$ cat config.mk
export PLATFORM = sky130hd
export DESIGN_NAME = jtag_bus_master
export DESIGN_NICKNAME = d
export VERILOG_FILES = /design/src/rtl/jtag_bus_master.sv
export SDC_FILE = /design/constraint.sdc
export NUM_CORES = 1
export LEC_CHECK = 0
export BUFFER_PORTS_ARGS = -buffer_cell sky130_fd_sc_hd__buf_2
export CAP_MARGIN = 20
export CORE_ASPECT_RATIO = 1.1
export CORE_UTILIZATION = 40
export CTS_CLUSTER_DIAMETER = 30
export DETAILED_ROUTE_END_ITERATION = 10
export SKIP_LAST_GASP = 1
export SYNTH_ARGS = -nofsm -noshare
export SYNTH_HDL_FRONTEND = slang
export SYNTH_SLANG_ARGS = --single-unit
$ cat constraint.sdc
create_clock -name tck -period 1.5 [get_ports tck]
set_clock_uncertainty 0.05 [all_clocks]
set_input_delay 0.075 -clock tck [delete_from_list [all_inputs] [get_ports tck]]
set_output_delay 0.075 -clock tck [all_outputs]
set_load 0.02 [all_outputs]
$ cat src/rtl/jtag_bus_master.sv
// Purpose : JTAG data register that launches single req/ack bus transactions and
//           returns busy/err/address/read data on the next Capture-DR.
// Latency : update_dr -> bus_req 1 tck; bus_ack -> busy low 1 tck; timeout after TIMEOUT busy cycles.
// Backpres: one transaction in flight; a launch while busy is dropped and flags err.
// Ports   : tck/reset_ clock and async active-low reset; tdi/bm_tdo serial in/out;
//           sel_ir, capture_dr, shift_dr, update_dr from the TAP; bus_req/bus_we/
//           bus_addr/bus_wdata/bus_ack/bus_rdata bus master side; busy status.
module jtag_bus_master #(
  parameter int ADDR_BITS = 16,
  parameter int DATA_BITS = 32,
  parameter int TIMEOUT   = 255
) (
  input  logic                 tck,
  input  logic                 reset_,
  input  logic                 tdi,
  output logic                 bm_tdo,
  input  logic                 sel_ir,
  input  logic                 capture_dr,
  input  logic                 shift_dr,
  input  logic                 update_dr,
  output logic                 bus_req,
  output logic                 bus_we,
  output logic [ADDR_BITS-1:0] bus_addr,
  output logic [DATA_BITS-1:0] bus_wdata,
  input  logic                 bus_ack,
  input  logic [DATA_BITS-1:0] bus_rdata,
  output logic                 busy
);

  localparam int L  = 2 + ADDR_BITS + DATA_BITS;
  localparam int CW = $clog2(TIMEOUT + 1);

  typedef enum logic {IDLE, BUSY} state_t;

  state_t               state, state_nxt;
  logic [L-1:0]         sr;
  logic [DATA_BITS-1:0] rd_data;
  logic                 err;
  logic [CW-1:0]        cnt;

  logic [1:0] cmd;
  logic       upd_sel;
  logic       is_xfer;
  logic       is_clr;
  logic       launch;
  logic       done_ack;
  logic       timed_out;
  logic       overrun;

  assign cmd     = sr[1:0];
  assign upd_sel = update_dr & sel_ir;
  assign is_xfer = upd_sel & ((cmd == 2'b01) | (cmd == 2'b10));
  assign is_clr  = upd_sel & (cmd == 2'b11);

  assign bm_tdo = sr[0];
  assign busy   = (state == BUSY);

  // Shift register: capture has priority over shift; everything holds when deselected.
  always_ff @(posedge tck or negedge reset_) begin
    if (!reset_) begin
      sr <= '0;
    end else if (sel_ir) begin
      if (capture_dr)
        sr <= {rd_data, bus_addr, err, busy};
      else if (shift_dr)
        sr <= {tdi, sr[L-1:1]};
    end
  end

  always_ff @(posedge tck or negedge reset_) begin
    if (!reset_)
      state <= IDLE;
    else
      state <= state_nxt;
  end

  always_comb begin
    state_nxt = state;
    launch    = 1'b0;
    done_ack  = 1'b0;
    timed_out = 1'b0;
    overrun   = 1'b0;
    case (state)
      IDLE: begin
        if (is_xfer) begin
          launch    = 1'b1;
          state_nxt = BUSY;
        end
      end
      BUSY: begin
        // Ack takes precedence over a timeout expiring on the same edge.
        if (bus_ack) begin
          done_ack  = 1'b1;
          state_nxt = IDLE;
        end else if (cnt == CW'(TIMEOUT - 1)) begin
          // Counter reaches TIMEOUT on this edge, i.e. TIMEOUT cycles spent waiting.
          timed_out = 1'b1;
          state_nxt = IDLE;
        end
        overrun = is_xfer;
      end
      default: state_nxt = IDLE;
    endcase
  end

  // Bus request, captured command fields and read data.
  always_ff @(posedge tck or negedge reset_) begin
    if (!reset_) begin
      bus_req   <= 1'b0;
      bus_we    <= 1'b0;
      bus_addr  <= '0;
      bus_wdata <= '0;
      rd_data   <= '0;
    end else begin
      bus_req <= (state_nxt == BUSY);
      if (launch) begin
        bus_we    <= cmd[1];
        bus_addr  <= sr[ADDR_BITS+1:2];
        bus_wdata <= sr[L-1:ADDR_BITS+2];
      end
      if (done_ack && !bus_we)
        rd_data <= bus_rdata;
    end
  end

  // Timeout counter saturates at TIMEOUT rather than wrapping.
  always_ff @(posedge tck or negedge reset_) begin
    if (!reset_)
      cnt <= '0;
    else if (launch)
      cnt <= '0;
    else if (state == BUSY && cnt != CW'(TIMEOUT))
      cnt <= cnt + 1'b1;
  end

  // Sticky error: setting events beat a coincident clear command.
  always_ff @(posedge tck or negedge reset_) begin
    if (!reset_)
      err <= 1'b0;
    else if (timed_out || overrun)
      err <= 1'b1;
    else if (is_clr)
      err <= 1'b0;
  end

endmodule

**Word level (Yosys, flattened, before mapping)**

Cells that the tools add are included.

- $add $sub $neg: 1
- Equal/unequal tests: 5
- Muxes and demuxes: 17
- Bitwise operators: 5
- Reductions and logical operators: 8

Operators with widths:

| kind | count |
|---|---|
| 50-bit two-way mux | 2 |
| 8-bit two-way mux | 2 |
| 1-bit two-way mux | 12 |
| 8-bit by 1-bit adder with 8-bit output (second input constant) | 1 |
| 8-bit equality test (second input constant) | 1 |
| 8-bit != test (second input constant) | 1 |
| 2-bit nonzero test | 3 |
| 2-bit equality test (second input constant) | 2 |
| 1-bit AND | 3 |
| 2-bit by 1-bit equality test with 1-bit output (second input constant) | 1 |
| 1-bit logical AND | 2 |
| 1-bit case mux with 2 select lines | 1 |
| 2-bit AND reduction | 1 |
| 1-bit logical NOT | 1 |
| 1-bit logical OR | 1 |
| 1-bit inverter | 1 |
| 1-bit bitwise OR | 1 |

- Register bits: 141
- Input port bits: 40
- Word-level logic and storage cells: 44

**Longest topological paths before layout**

Gate-level depths: netlist of run 1.

- Word-level depth: 6
- Mapped depth: 6
- Gate-level depth less buffers: 5

**Worst setup path before layout of run 1**

OpenSTA, ideal clock, no wires.

- Path kind: flip-flop to flip-flop
- Start: reg sr[0]
- End: reg bus_addr[10]
- Library setup time: 0.125 ns
- Arrival time: 1.519 ns
- Setup slack: -0.194 ns
- Cell stages (with the launch flop): 6
- Path buffers: 2
- Period minus slack after synthesis: 1.694 ns
- Cells stage by stage: dfrtp_1 ha_1 nand4b_4 buf_6 buf_6 mux2_4

- Word-level cells in the longest chain between the ends: 5
- Elaborated cells on any way between the ends: 6
- Classes of those cells: eq/ne (2); mux (2); bitwise (2)

RTL lines:

| what | line | RTL |
|---|---|---|
| from (decl) | 36 | `logic [L-1:0] sr;` |
| from (signal assigned) | 64 | `sr <= {rd_data, bus_addr, err, busy};` |
| from (signal assigned) | 66 | `sr <= {tdi, sr[L-1:1]};` |
| 2-bit by 1-bit equality test with 1-bit output / 2-bit equality test (equally long branches) | 52 | `assign is_xfer = upd_sel & ((cmd == 2'b01) \| (cmd == 2'b10));` |
| 1-bit bitwise OR (*) | 52 |  |
| 1-bit AND (*) | 52 |  |
| 1-bit two-way mux (*) | 85 | `if (is_xfer) begin` |
| 1-bit two-way mux (*) | 83 | `case (state)` |
| to (signal assigned) | 118 | `bus_addr <= sr[ADDR_BITS+1:2];` |
| to (decl) | 23 | `output logic [ADDR_BITS-1:0] bus_addr,` |

Every way passes the cells marked *; elsewhere a longest branch is shown, timed or not.
A chain may end at the register's enable or synchronous reset.

**Worst setup path in the final report of run 1**

- Start: reg sr[1]
- End: reg bus_addr[7]

Same word-level chain as after synthesis.

==> results of run 1 <==
==> through the flow <==
stage / cells / area, µm² / power (mW) / TNS [ns]
2_1_floorplan: 445 / 5910 / 3.99 / -1.20
3_3_place_gp: 718 / 6700 / 4.19 / -0.512
3_5_place_dp: 718 / 6700 / 4.19 / -1.16
4_1_cts: 786 / 7750 / 9.13 / -2.47
5_1_grt: 787 / 7770 / 9.33 / -4.11
6_report: 787 / 7770 / 9.01 / -1.98
==> cell families (layout without fill, tap and decap cells) <==
family | after synthesis | after routing | synth area share (%)
DFF | 141 | 141 | 59.9
muxes | 135 | 135 | 25.3
and+or+nand+nor | 74 | 74 | 5.88
AOI/OAI and AO/OA | 62 | 62 | 5.63
buffers and inverters | 30 | 180 | 2.65
adders and majority gates | 3 | 3 | 0.637
==> power by group through the flow <==
stage	registers (mW)	clock network (mW)	logic, mW
final	3.82	4.83	0.365
after global routing	3.82	5.11	0.405
after CTS	3.82	4.94	0.375
after detailed placement	3.89	0	0.300
after global placement	3.89	0	0.297
after floorplan	3.89	0	0.106
==> timing repair <==
| action | CTS | global route |
|---|---|---|
| setup endpoints to repair | 48 | 51 |
| resized for setup | 0 | 2 |
| endpoints found under the hold margin | 176 | 0 |
| setup buffers | 0 | 1 |
| hold buffers | 36 | 0 |
==> worst register-to-register path, stage by stage, from the launching register on <==
cell	delay [ns]
dfrtp_1	0.42
ha_4	0.30
nand4b_4	0.15
buf_12	0.21
mux2_4	0.31
==> sequential cells by signal (all words and copies together), names as in the netlist <==
| name | count |
|---|---|
| err | 1 |
| bus_wdata | 32 |
| cnt | 8 |
| sr | 50 |
| bus_we | 1 |
| bus_req | 1 |
| bus_addr | 16 |
| rd_data | 32 |
==> cell usage in the layout, fill, tap and decap left out <==
cell type / n
nand2_1: 56
and4_1: 2
clkbuf_16: 17
buf_12: 8
nand3b_1: 2
clkinv_2: 3
mux2_2: 70
mux2_4: 11
nand2b_1: 1
and2_1: 1
nand4b_4: 1
dlygate4sd3_1: 36
dfrtp_1: 139
nand4_1: 3
nor4bb_2: 1
a31oi_1: 3
bufinv_16: 6
buf_4: 11
mux2i_1: 54
ha_4: 1
nor3_1: 2
o21ai_0: 54
buf_6: 1
o311ai_1: 1
dfrtp_2: 2
o21ai_4: 1
o211ai_1: 2
and3_1: 2
or2_2: 1
buf_2: 89
nand3_1: 2
clkbuf_8: 4
inv_1: 3
clkinvlp_4: 2
o211a_1: 1
ha_1: 2
==> path summary, 6_finish.rpt <==
kind | to
worst max-delay path | bus_addr[7]$_DFFE_PN0P_
worst min-delay path | sr[18]$_DFFE_PN0P_
worst max register to register | bus_addr[7]$_DFFE_PN0P_
worst min register to register | sr[48]$_DFFE_PN0P_
max in group asynchronous | rd_data[20]$_DFFE_PN0P_
min in group asynchronous | sr[12]$_DFFE_PN0P_
==> final cells by class <==
type / count / area, µm² / share of cell area, %
sequential: 141 / 3530 / 45.5
tap: 192 / 240 / 3.09
timing repair buffer: 145 / 1060 / 13.6
inverter: 3 / 11.3 / 0.145
clock buffer: 21 / 480 / 6.18
multi-input combinational: 274 / 2240 / 28.8
clock inverter: 11 / 210 / 2.71
==> per-layer routing <==
metal / GRT usage, % / part of all wire, % / vias to the layer above
met2: 28.1 / 48 / 71
met1: 22.3 / 47 / 1887
li1: - / - / 1851
met3: 5.28 / 3.8 / 10
met5: 0 / 0 / -
met4: 5.43 / 1.1 / 0
==> flow_summary.json, run 1 <==
{
  "syn_to_final_growth_pct": 31.8,
  "finalWorstPathRequiredPeriod_ns": 1.55,
  "p_seq_share_pct": 42.4,
  "crit_arrival_ns": 1.80,
  "synth_area_leaders": "dfrtp_1 (60%), mux2_2 (13%), mux2i_1 (9.2%), o21ai_0 (4.6%), nand2_1 (3.6%)",
  "cp.buffers_inverters": 1,
  "pwr-share-clk_pct": 53.5,
  "vias": 3819,
  "antenna_found_initial": 0,
  "cts_max_level": 4,
  "routedWlPerCell_um": 15.5,
  "yosysMostFrequentCell": "dfrtp_1",
  "overflow": 0,
  "rsz0062_at_grt": "true",
  "worstSetupStartpointType": "register",
  "finalCritPeriodShare_pct": 104,
  "die_w_um": 118,
  "slowest_delay_ns": 0.42,
  "ioPinCount": 92,
  "finalWorstSetupSlack_ns": -0.0533,
  "critical_path.max_fanout": 20,
  "ant_nets": 0,
  "cp_top_family": "flip-flops",
  "ys_warn_count": 0,
  "grt_start_max_net_pins": 101,
  "setup_viol": 48,
  "syn-cell-area_um2": 5890,
  "synth_edf_count": 0,
  "power.density_nw_per_um2": 1160,
  "gp_congestion": 0.691,
  "clk_latency_ns": 0.41,
  "dp_hpwl_mm": 7.86,
  "grt_pass1_wl_mm": 20.6,
  "track_usage_pct": 17.3,
  "hold_class": "primary input to register",
  "clockBufferDepth": 2,
  "status": "finished, violations left",
  "yosysTopAreaCell": "dfrtp_1",
  "intPower_mw": 7.26,
  "path_class": "register to register",
  "ys_seq_area_share_pct": 59.9,
  "r2r_start": "sr[1]$_DFFE_PN0P_",
  "postSynthCellCount": 445,
  "synth_top_area_share_pct": 59.9,
  "grt_pass1_vias": 4050,
  "cts_buffers": 17,
  "nFillCells": 1267,
  "min_delay_path_depth": 3,
  "p_switching_mw": 1.75,
  "path_cells": "ha_4 -> nand4b_4 -> buf_12 -> mux2_4",
  "netlist_top_cells_count": "dfrtp_1 (141), mux2_2 (70), nand2_1 (56), mux2i_1 (54), o21ai_0 (54)",
  "wl_mm": 12.2,
  "drive_above_1_share_pct": 38.5,
  "power_switching_share_pct": 19.4,
  "design.core.area_um2": 14400,
  "drt-initial-drc-count": 143,
  "synth_nets": 488,
  "finalNetCount": 625,
  "clock-sinks": 141,
  "hold_ws_ns": 0.0204,
  "leakagePower_nw": 4.06,
  "place_ws_ns": -0.0382,
  "final_util_pct": 54.0,
  "slew_viol_final": 0,
  "hold_viol": 0,
  "drv_cap": 0,
  "relSlewSlack_pct": 67.5,
  "cts_tree": "built",
  "critPathSlowestCell": "dfrtp_1",
  "ir_drop_v": 0.000738,
  "antennaDiodeCount": 0,
  "via_per_inst": 4.85,
  "die-area_um2": 15200,
  "required_ns": 1.75,
  "cts-root-buf": "clkbuf_16",
  "portBuffers": 91,
  "path_clk_slew_ns": 0.06,
  "comb_power_share_pct": 4.0,
  "worstSetupPathDepth": 4,
  "worstRegToRegCells": 4,
  "synthFlopType": "dfrtp_1",
  "synth_cell_types": 28,
  "initial_utilization_pct": 41.0,
  "max_freq_ghz": 0.644,
  "end_kind": "register",
  "min_from": "capture_dr",
  "dr.pass1.iters": 5,
  "fp.dieH_um": 129,
  "synthArstFlopShare_pct": 100,
  "route.detailed.drc": 0,
  "r2r_slack_ns": -0.05,
  "synth.avg_cell_area_um2": 13.2,
  "ys_ff_latch": 141,
  "cp-startpoint": "sr[1]$_DFFE_PN0P_",
  "rows": 46,
  "failed_checks": "setup timing",
  "worst_slew_pin_slew_ns": 0.488
}
No activity file was read; power rests on OpenSTA's default activity.
==> inputs of run 2 (changes only) <==
CORE_ASPECT_RATIO = 1.2   (was 1.1)
==> flow_summary.json, run 2 (synthesized netlist as in run 1, its figures left out) <==
{
  "use_met2_pct": 25.9,
  "placed_cell_area_um2": 6680,
  "cts_max_level": 4,
  "ant_nets": 0,
  "p_switching_mw": 1.75,
  "p_seq_share_pct": 43.3,
  "syn_to_final_growth_pct": 31.1,
  "cts_tree": "built",
  "portBuffers": 91,
  "drive_above_1_share_pct": 38.4,
  "drv_cap": 0,
  "grtUsageMet3_pct": 4.76,
  "finalWorstPathRequiredPeriod_ns": 1.55,
  "hold_class": "primary input to register",
  "finalWorstSetupSlack_ns": -0.0472,
  "critical_path.max_fanout": 17,
  "fp.dieH_um": 135,
  "max_freq_ghz": 0.646,
  "intPower_mw": 7.06,
  "path_class": "register to register",
  "end_kind": "register",
  "vias": 3861,
  "layout_common_cells": "dfrtp_1 (139), buf_2 (89), mux2_2 (70)",
  "track_usage_pct": 16.9,
  "crit_arrival_ns": 1.78,
  "nFillCells": 1230,
  "largest_register_ffs": 50,
  "finalNetCount": 626,
  "via_per_inst": 5.01,
  "antennaDiodeCount": 0,
  "grt_pass1_wl_mm": 19.9,
  "gp_congestion": 0.770,
  "grt.met1_usage_pct": 22.7,
  "clock-sinks": 141,
  "finalCritPeriodShare_pct": 103,
  "cts_buffers": 17,
  "route.detailed.drc": 0,
  "grt_busiest_layer": "met2",
  "pwr-share-clk_pct": 52.6,
  "status": "finished, violations left",
  "power_switching_share_pct": 19.9,
  "relSlewSlack_pct": 78.7,
  "grt_pass1_vias": 3884,
  "reg.largest.list": "sr: 50 flops, bus_wdata: 32 flops, rd_data: 32 flops",
  "cts-root-buf": "clkbuf_16",
  "die_w_um": 113,
  "clk_latency_ns": 0.41,
  "worstSetupStartpointType": "register",
  "ir_drop_v": 0.000729,
  "power.density_nw_per_um2": 1140,
  "top_register": "sr",
  "ioPinCount": 92,
  "dr.pass1.iters": 4,
  "final_cells": 771,
  "drt-initial-drc-count": 172,
  "leakagePower_nw": 4.05,
  "slew_viol_final": 0,
  "initial_utilization_pct": 40.9,
  "regArea_um2": 3530,
  "grt_start_max_net_pins": 65,
  "clockBufferDepth": 2,
  "antenna_found_initial": 0,
  "comb_power_share_pct": 4.1,
  "dp.cells": 701,
  "setup_viol": 46,
  "routedWlPerCell_um": 15.2,
  "overflow": 0,
  "required_ns": 1.74,
  "rsz0062_at_grt": "true",
  "die-area_um2": 15200,
  "worst_slew_pin_slew_ns": 0.319,
  "stdcell_area_um2": 7730,
  "layout_commonest_cell": "dfrtp_1",
  "hold_viol": 0,
  "wl_mm": 11.8,
  "rows": 48,
  "dp_hpwl_mm": 7.66,
  "design.core.area_um2": 14400,
  "path_clk_slew_ns": 0.06,
  "failed_checks": "setup timing",
  "multiInputGateArea_um2": 2240
}
[run 2: path summary, 6_finish.rpt]
check	cells past startpoint	to	from	slack, ns
worst max-delay path	4	bus_addr[13]$_DFFE_PN0P_	sr[1]$_DFFE_PN0P_	-0.05
worst min-delay path	3	err$_DFFE_PN0P_	sel_ir	0.02
worst max register to register	4	bus_addr[13]$_DFFE_PN0P_	sr[1]$_DFFE_PN0P_	-0.05
worst min register to register	2	sr[22]$_DFFE_PN0P_	sr[22]$_DFFE_PN0P_	0.45
max in group asynchronous	3	bus_wdata[24]$_DFFE_PN0P_	reset_	0.83
min in group asynchronous	2	bus_addr[8]$_DFFE_PN0P_	reset_	0.05
[run 2: critical path: stages, from the launching register on]
cell	delay (ns)
dfrtp_1	0.41
ha_4	0.29
nand4b_4	0.16
buf_12	0.21
mux2_4	0.30
[run 2: layout make-up]
cell class,instances,share of cell area [%]
Clock buffer,22,6.14
Inverter,3,0.146
Clock inverter,10,2.40
Tap cell,175,2.83
Timing Repair Buffer,146,13.8
Multi-Input combinational cell,274,29.0
Sequential cell,141,45.7
[run 2: per-stage QoR]
step	worst slack (ns)	utilization, %	power, mW	hold slack, ns	TNS (ns)
2_1_floorplan	-0.102	-	3.99	-0.271	-1.20
3_3_place_gp	-0.0300	46.4	4.18	-0.0743	-0.445
3_5_place_dp	-0.0431	46.4	4.19	-0.0734	-1.12
4_1_cts	-0.0572	53.4	8.91	0.0179	-1.69
5_1_grt	-0.105	53.6	9.12	0.0332	-3.75
6_report	-0.0472	53.6	8.82	0.0189	-0.987
[run 2: layer usage]
layer | wire length [µm] | vias up | share of wire [%]
li1 | - | 1849 | -
met1 | 5540 | 1919 | 47
met2 | 5530 | 80 | 47
met3 | 535 | 13 | 4.6
met4 | 144 | 0 | 1.2
met5 | 0 | - | 0
[run 2: what timing repair did]
item | CTS | global route
hold endpoints to repair | 176 | 0
setup buffers | 0 | 2
setup endpoints to repair | 49 | 53
gates resized for setup | 0 | 4
hold buffers | 36 | 0
[run 2: power groups by stage]
stage          clock network, mW  registers, mW  logic [mW]
5_1_grt                     4.90           3.82       0.400
3_5_place_dp                   0           3.89       0.296
2_1_floorplan                  0           3.89       0.106
4_1_cts                     4.73           3.82       0.369
3_3_place_gp                   0           3.89       0.294
6_report                    4.64           3.82       0.357
==> inputs of run 3 (changes only) <==
PLACE_DENSITY = 0.66   (was not set)
==> flow_summary.json, run 3 (synthesized netlist as in run 1, its figures left out) <==
{
  "rows": 48,
  "finalWorstSetupSlack_ns": -0.103,
  "top_register": "sr",
  "critPathSlowestCell": "dfrtp_2",
  "overflow": 0,
  "die_w_um": 113,
  "cts_max_level": 4,
  "path_cells": "ha_4 -> nand4b_4 -> buf_12 -> buf_4 -> o21ai_0 -> a31oi_1",
  "totalPowerFinal_mw": 8.06,
  "die-area_um2": 15200,
  "ioPinCount": 92,
  "cts_buffers": 17,
  "rsz0062_at_grt": "true",
  "initial_utilization_pct": 40.9,
  "drive_above_1_share_pct": 38.2,
  "power.density_nw_per_um2": 1060,
  "final_util_pct": 52.7,
  "required_ns": 1.72,
  "max_freq_ghz": 0.624,
  "finalNetCount": 626,
  "clk_latency_ns": 0.40,
  "postCtsSetupBuffers": 0,
  "critical_path.max_fanout": 27,
  "hold_class": "primary input to register",
  "cts_tree": "built",
  "antenna_found_initial": 0,
  "ir_drop_v": 0.000591,
  "antennaDiodeCount": 0,
  "finalWorstPathRequiredPeriod_ns": 1.60,
  "cts-root-buf": "clkbuf_16",
  "via_per_inst": 5.09,
  "design.core.area_um2": 14400,
  "status": "finished, violations left",
  "fp.dieH_um": 135,
  "syn_to_final_growth_pct": 28.8,
  "grt_pass1_wl_mm": 19.7,
  "wl_mm": 11.8,
  "vias": 3918,
  "setup_tns_ns": -1.88,
  "setup_viol": 52,
  "r2r_slack_ns": -0.10,
  "hold_ws_ns": 0.0263,
  "layout_common_cells": "dfrtp_1 (139), buf_2 (89), mux2_2 (70)",
  "finalCritPeriodShare_pct": 107,
  "relSlewSlack_pct": 68.4,
  "final_cells": 770,
  "place_ws_ns": -0.0868,
  "slew_viol_final": 0,
  "dp_hpwl_mm": 7.74,
  "reg.largest.list": "sr: 50 flops, bus_wdata: 32 flops, rd_data: 32 flops",
  "stdcell_area_um2": 7590,
  "leakagePower_nw": 3.98,
  "routedWlPerCell_um": 15.3,
  "ant_nets": 0,
  "portBuffers": 91,
  "dr.pass1.iters": 4,
  "grt_pass1_vias": 3961,
  "worst_slew_pin_slew_ns": 0.474,
  "largest_register_ffs": 50,
  "crit_end": "cnt[4]$_DFFE_PN0P_",
  "hold_viol": 0,
  "worstRegToRegCells": 6,
  "cp-startpoint": "sr[0]$_DFFE_PN0P_",
  "placed_cell_area_um2": 6670,
  "worstSetupStartpointType": "register",
  "dp.cells": 703,
  "end_kind": "register",
  "path_class": "register to register",
  "slowest_delay_ns": 0.42,
  "clock-sinks": 141,
  "drv_cap": 0,
  "r2r_end": "cnt[4]$_DFFE_PN0P_",
  "clockBufferDepth": 2,
  "layout_commonest_cell": "dfrtp_1",
  "failed_checks": "setup timing",
  "gp_congestion": 0.765,
  "crit_arrival_ns": 1.82,
  "grt_start_max_net_pins": 101,
  "r2r_start": "sr[0]$_DFFE_PN0P_",
  "path_clk_slew_ns": 0.06,
  "drt-initial-drc-count": 224,
  "track_usage_pct": 16.7,
  "route.detailed.drc": 0
}
[run 3: power by group]
group / leakage, nW / total, mW / switching, mW / internal (mW)
clock: 0.261 / 3.88 / 1.53 / 2.36
combinational: 1.78 / 0.355 / 0.196 / 0.159
sequential: 1.94 / 3.82 / 0.00668 / 3.81
total: 3.98 / 8.06 / 1.73 / 6.33
[run 3: per-layer routing]
metal	vias up	wire, µm	GRT usage [%]	share of wire, %
met5	-	0	0	0
met4	0	121	5.04	1.0
met3	10	617	5.30	5.2
met2	106	5700	26.1	48
met1	1956	5380	22.3	46
li1	1846	-	-	-
[run 3: critical path, delay by kind of cell, from the launching register on]
family | cells | cell delay, ns
adder cells (fa/ha/maj) | 1 | 0.28
AO/OA/AOI/OAI | 2 | 0.19
buffers and inverters | 2 | 0.36
flip-flops | 1 | 0.42
AND/OR/NAND/NOR | 1 | 0.15
[run 3: how the worst min path moves through the flow]
stage | startpoint | end | slack (ns) | depth (start not counted)
floorplan | reset_ | bus_addr[0]$_DFFE_PN0P_ | -0.27 | 0
global placement | reset_ | bus_wdata[22]$_DFFE_PN0P_ | -0.07 | 1
detailed placement | reset_ | bus_wdata[22]$_DFFE_PN0P_ | -0.07 | 1
CTS | sel_ir | err$_DFFE_PN0P_ | 0.01 | 4
global route | sel_ir | err$_DFFE_PN0P_ | 0.04 | 4
finish | sel_ir | err$_DFFE_PN0P_ | 0.03 | 4
[run 3: repair_timing]
item                                    4_1_cts  5_1_grt
pin swaps                                     0        0
hold buffers                                 36        0
endpoints found under the hold margin       176        0
endpoints found under the setup margin       54       53
gates cloned                                  0        0
resized for setup                             1        1
[run 3: cell type report]
| type | instances | area [µm²] |
|---|---|---|
| multi-input cells | 274 | 2240 |
| flip-flops and latches | 141 | 3530 |
| clock buffers | 21 | 460 |
| repair buffers | 146 | 1040 |
| clock inverters | 10 | 92.6 |
| fillers | 1234 | 6820 |
| well taps | 175 | 219 |
| inverters | 3 | 11.3 |
